**src/rtl/uart_pkg.sv**
```systemverilog
// Shared definitions for the UART bus master: register map, CON bit layout,
// controller states and the bus request payload.
package uart_pkg;

  localparam int unsigned ADDR_W = 32;
  localparam int unsigned DATA_W = 32;
  localparam int unsigned BYTE_W = 8;
  localparam int unsigned CON_W  = 5;

  localparam logic [ADDR_W-1:0] UART_TXD_ADDR = 32'h4000_0018;
  localparam logic [ADDR_W-1:0] UART_RXD_ADDR = 32'h4000_001C;
  localparam logic [ADDR_W-1:0] UART_CON_ADDR = 32'h4000_0020;

  // CON register bit indices
  localparam int unsigned TXIE   = 0;
  localparam int unsigned RXIE   = 1;
  localparam int unsigned TXF    = 2;
  localparam int unsigned RXF    = 3;
  localparam int unsigned TXBUSY = 4;

  typedef enum logic [2:0] {
    S_INIT,
    S_POLL,
    S_RX,
    S_TX,
    S_HOLD
  } state_e;

  typedef struct packed {
    logic              rd;
    logic              wr;
    logic [ADDR_W-1:0] addr;
    logic [DATA_W-1:0] wdata;
  } bus_req_t;

  // Read strobe to a register; write data held at zero.
  function automatic bus_req_t bus_read(input logic [ADDR_W-1:0] a);
    bus_req_t r;
    r       = '0;
    r.rd    = 1'b1;
    r.addr  = a;
    return r;
  endfunction

  // Write strobe with data to a register.
  function automatic bus_req_t bus_write(input logic [ADDR_W-1:0] a,
                                         input logic [DATA_W-1:0] d);
    bus_req_t r;
    r       = '0;
    r.wr    = 1'b1;
    r.addr  = a;
    r.wdata = d;
    return r;
  endfunction

endpackage

```
**src/rtl/uart_bus_master_if.sv**
```systemverilog
// Bus-side register port plus client byte streams of the UART bus master.
interface uart_bus_master_if;
  import uart_pkg::*;

  logic              rd;
  logic              wr;
  logic [ADDR_W-1:0] addr;
  logic [DATA_W-1:0] wdata;
  logic [DATA_W-1:0] rdata;
  logic [BYTE_W-1:0] tx_data;
  logic              tx_valid;
  logic              tx_ready;
  logic [BYTE_W-1:0] rx_data;
  logic              rx_valid;
  logic              rx_ready;

  modport master (
    output rd, wr, addr, wdata, tx_ready, rx_data, rx_valid,
    input  rdata, tx_data, tx_valid, rx_ready
  );

  modport slave (
    input  rd, wr, addr, wdata, tx_ready, rx_data, rx_valid,
    output rdata, tx_data, tx_valid, rx_ready
  );

endinterface

```
**src/rtl/uart_byte_fifo.sv**
```systemverilog
// Small byte FIFO with registered head, full and empty flags.
module uart_byte_fifo #(
  parameter int unsigned DEPTH = 4
) (
  input  logic       CLK,
  input  logic       reset,
  input  logic       push,
  input  logic [7:0] push_data,
  input  logic       pop,
  output logic       full,
  output logic       empty,
  output logic [7:0] head
);

  localparam int unsigned PTR_W = (DEPTH > 1) ? $clog2(DEPTH) : 1;
  localparam int unsigned CNT_W = $clog2(DEPTH + 1);

  logic [7:0]       mem [DEPTH];
  logic [PTR_W-1:0] wr_ptr, rd_ptr, rd_ptr_nx;
  logic [CNT_W-1:0] count, count_d;
  logic             do_push, do_pop;
  logic [7:0]       head_d;

  // Accept/pop qualification, occupancy and next head value.
  always_comb begin
    do_pop    = pop && !empty;
    do_push   = push && (!full || do_pop);
    rd_ptr_nx = rd_ptr + PTR_W'(1);
    count_d   = count;
    head_d    = head;
    if (do_push && !do_pop) begin
      count_d = count + CNT_W'(1);
    end else if (do_pop && !do_push) begin
      count_d = count - CNT_W'(1);
    end
    if (do_pop) begin
      head_d = (do_push && (rd_ptr_nx == wr_ptr)) ? push_data : mem[rd_ptr_nx];
    end else if (empty && do_push) begin
      head_d = push_data;
    end
  end

  // Storage array; contents need no reset since the flags gate its use.
  always_ff @(posedge CLK) begin
    if (do_push) begin
      mem[wr_ptr] <= push_data;
    end
  end

  // Pointers, count and registered status/head.
  always_ff @(posedge CLK) begin
    if (reset) begin
      wr_ptr <= '0;
      rd_ptr <= '0;
      count  <= '0;
      full   <= 1'b0;
      empty  <= 1'b1;
      head   <= '0;
    end else begin
      if (do_push) wr_ptr <= wr_ptr + PTR_W'(1);
      if (do_pop)  rd_ptr <= rd_ptr_nx;
      count <= count_d;
      full  <= (count_d == CNT_W'(DEPTH));
      empty <= (count_d == '0);
      head  <= head_d;
    end
  end

endmodule

```
**src/rtl/uart_bus_master.sv**
```systemverilog
// Hardware bus initiator for the UART register block: configures CON once,
// then polls it, drains RX bytes into a FIFO and writes client TX bytes.
module uart_bus_master
  import uart_pkg::*;
#(
  parameter logic [CON_W-1:0] CON_INIT = 5'b00011,
  parameter int unsigned      SETTLE   = 3,
  parameter int unsigned      RX_DEPTH = 4
) (
  input logic               CLK,
  input logic               reset,
  uart_bus_master_if.master bus
);

  localparam int unsigned SETTLE_W = 4;

  state_e              state_q, state_d;
  logic [SETTLE_W-1:0] settle_q, settle_d;
  bus_req_t            bus_q, bus_d;
  logic                tx_ready_q, tx_ready_d;
  logic                fifo_full, fifo_empty, fifo_push, fifo_pop;
  logic [BYTE_W-1:0]   fifo_head;
  logic                unused_rdata;

  assign fifo_push    = (state_q == S_RX);
  assign fifo_pop     = bus.rx_ready && !fifo_empty;
  assign unused_rdata = ^bus.rdata[DATA_W-1:BYTE_W];

  uart_byte_fifo #(.DEPTH(RX_DEPTH)) u_rx_fifo (
    .CLK       (CLK),
    .reset     (reset),
    .push      (fifo_push),
    .push_data (bus.rdata[BYTE_W-1:0]),
    .pop       (fifo_pop),
    .full      (fifo_full),
    .empty     (fifo_empty),
    .head      (fifo_head)
  );

  // Next state, settle count and the bus request presented next cycle.
  always_comb begin
    state_d    = state_q;
    settle_d   = settle_q;
    bus_d      = '0;
    tx_ready_d = 1'b0;
    unique case (state_q)
      // Hold until the CON write has actually been driven; the cycle right
      // after reset presents an idle bus.
      S_INIT: if (bus_q.wr) state_d = S_POLL;
      S_POLL: begin
        if (bus.rdata[RXF] && !fifo_full) begin
          state_d = S_RX;
        end else if (bus.tx_valid && !bus.rdata[TXBUSY]) begin
          state_d = S_TX;
        end
      end
      S_RX, S_TX: begin
        state_d  = S_HOLD;
        settle_d = '0;
      end
      S_HOLD: begin
        if (settle_q == SETTLE_W'(SETTLE - 1)) begin
          state_d  = S_POLL;
          settle_d = '0;
        end else begin
          settle_d = settle_q + SETTLE_W'(1);
        end
      end
      default: state_d = S_INIT;
    endcase
    unique case (state_d)
      S_INIT: bus_d = bus_write(UART_CON_ADDR, DATA_W'(CON_INIT));
      S_POLL: bus_d = bus_read(UART_CON_ADDR);
      S_RX:   bus_d = bus_read(UART_RXD_ADDR);
      S_TX: begin
        bus_d      = bus_write(UART_TXD_ADDR, DATA_W'(bus.tx_data));
        tx_ready_d = 1'b1;
      end
      default: bus_d = '0;
    endcase
  end

  // State, settle counter and registered bus/handshake outputs.
  always_ff @(posedge CLK) begin
    if (reset) begin
      state_q    <= S_INIT;
      settle_q   <= '0;
      bus_q      <= '0;
      tx_ready_q <= 1'b0;
    end else begin
      state_q    <= state_d;
      settle_q   <= settle_d;
      bus_q      <= bus_d;
      tx_ready_q <= tx_ready_d;
    end
  end

  assign bus.rd       = bus_q.rd;
  assign bus.wr       = bus_q.wr;
  assign bus.addr     = bus_q.addr;
  assign bus.wdata    = bus_q.wdata;
  assign bus.tx_ready = tx_ready_q;
  assign bus.rx_valid = !fifo_empty;
  assign bus.rx_data  = fifo_head;

endmodule

```
**src/flat_wrapper.sv**
```systemverilog
// flat-port wrapper written by rule: the top's interface ports become plain ports
module uart_bus_master_flat import uart_pkg::*;
#(
  parameter logic [CON_W-1:0] CON_INIT = 5'b00011,
  parameter int unsigned      SETTLE   = 3,
  parameter int unsigned      RX_DEPTH = 4
)
  (CLK, reset, bus_rd, bus_wr, bus_addr, bus_wdata, bus_tx_ready, bus_rx_data, bus_rx_valid, bus_rdata, bus_tx_data, bus_tx_valid, bus_rx_ready);
  uart_bus_master_if bus_i ();
  input logic CLK;
  input logic reset;
  output wire logic [$bits(bus_i.rd)-1:0] bus_rd;
  output wire logic [$bits(bus_i.wr)-1:0] bus_wr;
  output wire logic [$bits(bus_i.addr)-1:0] bus_addr;
  output wire logic [$bits(bus_i.wdata)-1:0] bus_wdata;
  output wire logic [$bits(bus_i.tx_ready)-1:0] bus_tx_ready;
  output wire logic [$bits(bus_i.rx_data)-1:0] bus_rx_data;
  output wire logic [$bits(bus_i.rx_valid)-1:0] bus_rx_valid;
  input wire logic [$bits(bus_i.rdata)-1:0] bus_rdata;
  input wire logic [$bits(bus_i.tx_data)-1:0] bus_tx_data;
  input wire logic [$bits(bus_i.tx_valid)-1:0] bus_tx_valid;
  input wire logic [$bits(bus_i.rx_ready)-1:0] bus_rx_ready;
  assign bus_rd = bus_i.rd;
  assign bus_wr = bus_i.wr;
  assign bus_addr = bus_i.addr;
  assign bus_wdata = bus_i.wdata;
  assign bus_tx_ready = bus_i.tx_ready;
  assign bus_rx_data = bus_i.rx_data;
  assign bus_rx_valid = bus_i.rx_valid;
  assign bus_i.rdata = bus_rdata;
  assign bus_i.tx_data = bus_tx_data;
  assign bus_i.tx_valid = bus_tx_valid;
  assign bus_i.rx_ready = bus_rx_ready;
  uart_bus_master #(.CON_INIT(CON_INIT), .SETTLE(SETTLE), .RX_DEPTH(RX_DEPTH)) u_core (.CLK(CLK), .reset(reset), .bus(bus_i));
endmodule
```
**config.mk**
```make
export PLATFORM = sky130hd
export DESIGN_NAME = uart_bus_master_flat
export DESIGN_NICKNAME = d
export VERILOG_FILES = /design/src/rtl/uart_pkg.sv /design/src/rtl/uart_bus_master_if.sv /design/src/rtl/uart_byte_fifo.sv /design/src/rtl/uart_bus_master.sv /design/src/flat_wrapper.sv
export SDC_FILE = /design/constraint.sdc
export NUM_CORES = 1
export LEC_CHECK = 0
export CORE_UTILIZATION = 45
export DETAILED_ROUTE_END_ITERATION = 8
export GPL_TIMING_DRIVEN = 0
export HOLD_SLACK_MARGIN = 0.06
export PLACE_DENSITY_LB_ADDON = 0.1
export SLEW_MARGIN = 40
export SYNTH_ARGS = -nofsm -noshare
export SYNTH_HDL_FRONTEND = slang
export SYNTH_HIERARCHICAL = 1
export SYNTH_SLANG_ARGS = --single-unit
```
**constraint.sdc**
```tcl
create_clock -name CLK -period 2 [get_ports CLK]
set_input_delay 0.4 -clock CLK [delete_from_list [all_inputs] [get_ports CLK]]
set_output_delay 0.4 -clock CLK [all_outputs]
set_load 0.02 [all_outputs]
```
After elaboration in Yosys (flattened, before gate mapping):

Memory sizes are Yosys's and may differ from the RTL's.
Index checks and enable logic that the tools add are counted.

* add/sub/neg operators: 5
* multiply operators: 0
* div/mod/pow operators: 0
* order comparisons: 0
* equality and inequality tests: 10
* shift-type cells: 0
* muxes and demuxes: 16
* bitwise gates (word level): 0
* reductions and logical operators: 21

Operators with widths (count)
* 66-bit one-hot mux with 4 select lines: 1
* 8-bit two-way mux: 3
* 3-bit two-way mux: 6
* 3-bit by 2-bit == test with 1-bit output, second input constant: 4
* 3-bit one-hot mux with 4 select lines: 1
* 1-bit logical AND: 9
* 3-bit zero test: 3
* 4-bit one-hot mux with 2 select lines: 1
* 3-bit by 1-bit == test with 1-bit output, second input constant: 2
* 3-bit == test, second input constant: 2
* 1-bit zero test: 5
* 2-bit by 1-bit adder with 2-bit output, second input constant: 2
* 4-bit by 1-bit adder with 4-bit output, second input constant: 1
* 4-bit by 2-bit == test with 1-bit output, second input constant: 1
* 4-bit two-way mux: 1
* 2-bit nonzero test: 2
* 3-bit by 1-bit adder with 3-bit output, second input constant: 1
* 1-bit two-way mux: 3
* 3-bit by 1-bit subtractor with 3-bit output, second input constant: 1
* 2-bit == test: 1
* 2-bit OR reduction: 1
* 1-bit logical OR: 1

* register bits: 91
* latch bits: 0
* RAM bits: 32
* memory bits (read-only): 0
* bits of input ports: 44
* output and inout bits: 76
* word-level logic and storage cells: 66
* memories kept: 1

Memory list
* u_core.u_rx_fifo.mem: words 4, bits a word 8, read ports 1, clocked after Yosys merged registers in 0, write ports 1, RTL line uart_byte_fifo.sv:18 `logic [7:0] mem [DEPTH];`

Longest topological paths before layout:

Gate-level depths: netlist of run 1.

* word-level depth: 10
* mapped depth: 8
* mapped depth without buffers: 8

Modules after synthesis:

The synthesis of run 1 kept the hierarchy.

By module, submodules not included
* uart_byte_fifo: times used 1, cells an instance 141, area an instance 2098.3 um^2, sequential area each 1301.2 um^2
* uart_bus_master: times used 1, cells an instance 141, area an instance 1238.7 um^2, sequential area each 440.4 um^2

Worst setup path before layout of run 1:

No wires, ideal clock.

* path kind: input to register
* start point: input port bus_rx_ready
* end point: memory u_core.u_rx_fifo.mem[0][0], enable pin
* setup time: 0.332 ns
* data arrival time: 1.468 ns
* required time: 1.668 ns
* setup slack: 0.201 ns
* stages on the path: 5
* buffers on the path: 1
* path through: nor2b_1 nand2b_1 clkbuf_2 a21boi_1 and2_1

* word-level cells in the longest chain between the ends: 6

Ends and longest elaborated chain
* start: declaration: RTL line flat_wrapper.sv:22 `input wire logic [$bits(bus_i.rx_ready)-1:0] bus_rx_ready;`
* 1-bit logical AND: RTL line uart_bus_master.sv:26 `assign fifo_pop = bus.rx_ready && !fifo_empty;`
* 1-bit logical AND: RTL line uart_byte_fifo.sv:26 `do_pop = pop && !empty;`
* 1-bit logical OR: RTL line uart_byte_fifo.sv:27 `do_push = push && (!full || do_pop);`
* 1-bit logical AND: RTL line uart_byte_fifo.sv:27
* 1-bit two-way mux: RTL line uart_byte_fifo.sv:45 `if (do_push) begin`
* 1-bit two-way mux (not written as such): RTL line uart_byte_fifo.sv:46 `mem[wr_ptr] <= push_data;`
* end: declaration: RTL line uart_byte_fifo.sv:18

Every way passes these cells.

Worst setup path after layout of run 1:

* start point: input port bus_rx_ready
* end point: memory u_core.u_rx_fifo.mem[2][3], enable pin

* word-level cells in the longest chain between the ends: 6

Ends and longest elaborated chain
* 1-bit logical AND: RTL line uart_bus_master.sv:26
* net u_core.fifo_pop: RTL line uart_bus_master.sv:21 `logic fifo_full, fifo_empty, fifo_push, fifo_pop;`
* 1-bit logical AND: RTL line uart_byte_fifo.sv:26
* 1-bit logical OR: RTL line uart_byte_fifo.sv:27
* 1-bit logical AND: RTL line uart_byte_fifo.sv:27
* 1-bit two-way mux: RTL line uart_byte_fifo.sv:45
* 1-bit two-way mux (not written as such): RTL line uart_byte_fifo.sv:46

The timed path passes the listed nets, and every way through them passes these cells.

==> metrics.csv, run 1 <==
stage,metric,value,unit
floorplanning,die_y,88.1,um
drt,routed_wl,6.01,mm
setup_path,cp-start-kind,primary input,
sta,max_slew_margin,48.5,%
finish,nets,441,
synth,synth_edf_count,32,
drt,vias,2204,
sta,min_period,1.88,ns
status,status,completed,
synth,ys_ff_latch,71,
sta,slew_viol_final,0,
pwr,power,3810,uW
synth,syn_area,0.00334,mm^2
synth,yosysWarnings,6,
grt,grt_max_degree,14,
finish,final_cell_mix,"55 x buf_4, 51 x conb_1, 44 x clkdlybuf4s50_1, 38 x dfxtp_1, 32 x edfxtp_1",
drt,vias_per_cell,4.47,
run,cap_violations,0,
clock_tree,cts_buffers,9,
synth,yosysSeqAreaShare,52.2,%
synth,synth_cell_types,52,
drt,first_pass_iters,4,
placed_design,place_area,0.00410,mm^2
clock_tree,clk_latency,0.35,ns
finish,areaGrowthSynthToFinish,30.8,%
sta,max_freq,0.533,GHz
drt,drtIter0Drc,94,
pwr,power_density,874,mW/mm^2
min_path,hold_path.class,flop to flop,
grt,grt_pass1_vias,1895,
drt,drc,0,
finish,final_common_cell,buf_4,
grt,grt-ovfl-total,0,
placed_design,hpwl,4.12,mm
sta,worst_pin_slew,0.773,ns
floorplanning,initial_core_util,46.3,%
sta,finalSetupViolCount,0,
drt,antenna_left,0,
setup_path,end_kind,flop,
sta,finalHoldViolCount,0,
placed_design,place_inst,475,
clock_tree,cts_tree,built,
clock_tree,clkSlewWorstSetupHoldPaths,0.08,ns
synth,synth_top_area_cell,edfxtp_1,
setup_path,critPathRequiredTime,2.04,ns
sta,whs,0.475,ns
setup_path,timing_worst_setup_path_type,primary input to flop,
placed_design,gp_congestion,0.755,
sta,rsz0062_at_grt,false,
finish,stdcell_area,0.00436,mm^2
floorplanning,coreArea,0.00721,mm^2
clock_tree,cts_hold_buffers,0,
grt,track_usage,16.3,%
synth,avgSynthCellArea,11.8,um^2
floorplanning,die_x,88.1,um
finish,layoutNonFillerInstCount,493,
floorplanning,io_pins,120,
clock_tree,clk_path_buf_depth,2,
setup_path,crit_arrival,1.92,ns
placed_design,portBuffers,44,
grt,antenna_found_initial,0,
floorplanning,dieArea,0.00776,mm^2
clock_tree,cts-root-buf,clkbuf_8,
synth,synth_top_flop_cell,dfxtp_1,
synth,postSynth.asyncResetShare,0,%
pwr,leakage,0.00183,uW
floorplanning,fp-row-count,31,
sta,fin_skew,0.0100,ns
finish,drive_above_1_share,22.3,%
pwr,ir_drop,0.603,mV
drt,detail_route.wl_per_cell,12.2,um
synth,synth_top_area_share,28.8,%
clock_tree,htreeDepth,3,
setup_path,worstPathMaxFanout,8,
clock_tree,clkSinkCount,71,
synth,syn_inst,282,
sta,fin_crit_sh,93.9,%
grt,grt_first_pass_wirelength,9.13,mm
finish,antennaDiodeCount,0,
synth,synthTopCellsByArea,"edfxtp_1 29%, dfxtp_1 23%, buf_4 12%",
==> flip-flops by register name, summed over array words and instances, names as in the netlist <==
| register | count |
|---|---|
| u_core/bus.wdata | 8 |
| u_core/u_rx_fifo/mem | 32 |
| u_core/u_rx_fifo/empty | 1 |
| u_core/u_rx_fifo/count | 3 |
| u_core/u_rx_fifo/full | 1 |
| u_core/bus.wr | 1 |
| u_core/settle_q | 4 |
| u_core/state_q | 3 |
| u_core/u_rx_fifo/rd_ptr | 2 |
| u_core/bus.tx_ready | 1 |
| u_core/u_rx_fifo/wr_ptr | 2 |
| u_core/u_rx_fifo/head | 8 |
| u_core/bus.addr | 4 |
| u_core/bus.rd | 1 |
==> cells by family after synthesis <==
logic type | after synthesis | synth area share (%)
buffers and inverters | 79 | 15.1
flip-flops | 71 | 52.2
AND/OR/NAND/NOR | 64 | 10.9
AO/OA/AOI/OAI | 40 | 9.11
multiplexers | 12 | 7.65
adder cells (fa/ha/maj) | 8 | 3.00
XOR/XNOR | 7 | 1.84
other | 1 | 0.112
==> per-stage QoR <==
stage          worst slack, ns  TNS, ns  utilization, %
2_1_floorplan            0.201        0               -
3_3_place_gp            -0.626   -24.81            56.7
3_5_place_dp            -0.627   -22.95            56.8
4_1_cts                 0.0208        0            59.9
5_1_grt                 0.0235        0            60.5
6_report                 0.123        0            60.5
==> path summary, 6_finish.rpt <==
path                                         startpoint                                    end  slack (ns)  depth (start not counted)
setup / recovery                           bus_rx_ready   u_core/u_rx_fifo/mem[2][3]$_DFFE_PP_        0.12                          6
setup reg to reg           u_core/state_q[1]$_SDFF_PP0_  u_core/u_rx_fifo/head[3]$_SDFFE_PP0P_        0.16                          8
hold / removal    u_core/u_rx_fifo/head[0]$_SDFFE_PP0P_  u_core/u_rx_fifo/head[0]$_SDFFE_PP0P_        0.48                          2
hold reg to reg   u_core/u_rx_fifo/head[0]$_SDFFE_PP0P_  u_core/u_rx_fifo/head[0]$_SDFFE_PP0P_        0.48                          2
==> critical path: stages <==
cell and delay, ns:
clkdlybuf4s50_1 0.45, nor2b_1 0.23, nand2b_1 0.08, clkbuf_2 0.20, a21boi_4 0.28, and2_4 0.28
==> metal layers <==
layer / global-route usage [%] / wire length (um) / vias to the layer above
li1: - / - / 1112
met1: 21.2 / 2820 / 1002
met2: 24.7 / 2600 / 85
met3: 5.37 / 492 / 5
met4: 7.92 / 89 / 0
met5: 0 / 0 / -
==> power breakdown <==
group	switching, uW	internal, uW	total [uW]
Combinational	450	389	839
Sequential	72.3	1630	1700
Clock	560	711	1270
Total	1080	2730	3810
==> Yosys cell counts, types with 2 or more instances <==
master / n
a21oi_1: 4
a2bb2oi_1: 2
a311oi_1: 2
a32oi_1: 9
and2_1: 10
buf_4: 53
clkbuf_1: 2
dfxtp_1: 39
edfxtp_1: 32
ha_1: 8
inv_1: 18
inv_2: 2
mux2i_1: 3
mux4_1: 8
nand2_1: 9
nand2b_1: 7
nand3_1: 4
nand3b_1: 3
nor2_1: 16
nor2b_1: 3
nor3_1: 2
o21ai_1: 8
o21bai_1: 3
or3b_1: 2
xnor2_1: 5
xor2_1: 2
==> area by class of cell <==
type / count / area [um^2]
Clock buffer: 10 / 128
Sequential cell: 71 / 1740
Inverter: 20 / 75.1
Fill cell: 628 / 2850
Timing Repair Buffer: 46 / 455
Buffer: 59 / 437
Tap cell: 99 / 124
Multi-Input combinational cell: 182 / 1310
Clock inverter: 6 / 92.6
==> what timing repair did <==
| item | in CTS | in global routing |
|---|---|---|
| endpoints found under the setup margin | 32 | 42 |
| resized for setup | 5 | 11 |
| endpoints found under the hold margin | 0 | 0 |
| pin swaps | 0 | 1 |
| setup buffers | 0 | 2 |
(Power assumes the default switching activity.)
==> run 2: changes to the inputs <==
- CAP_MARGIN: not set -> 20
==> results of run 2 <==
Same layout as run 1: the final DEF is identical, and so are final timing and power.
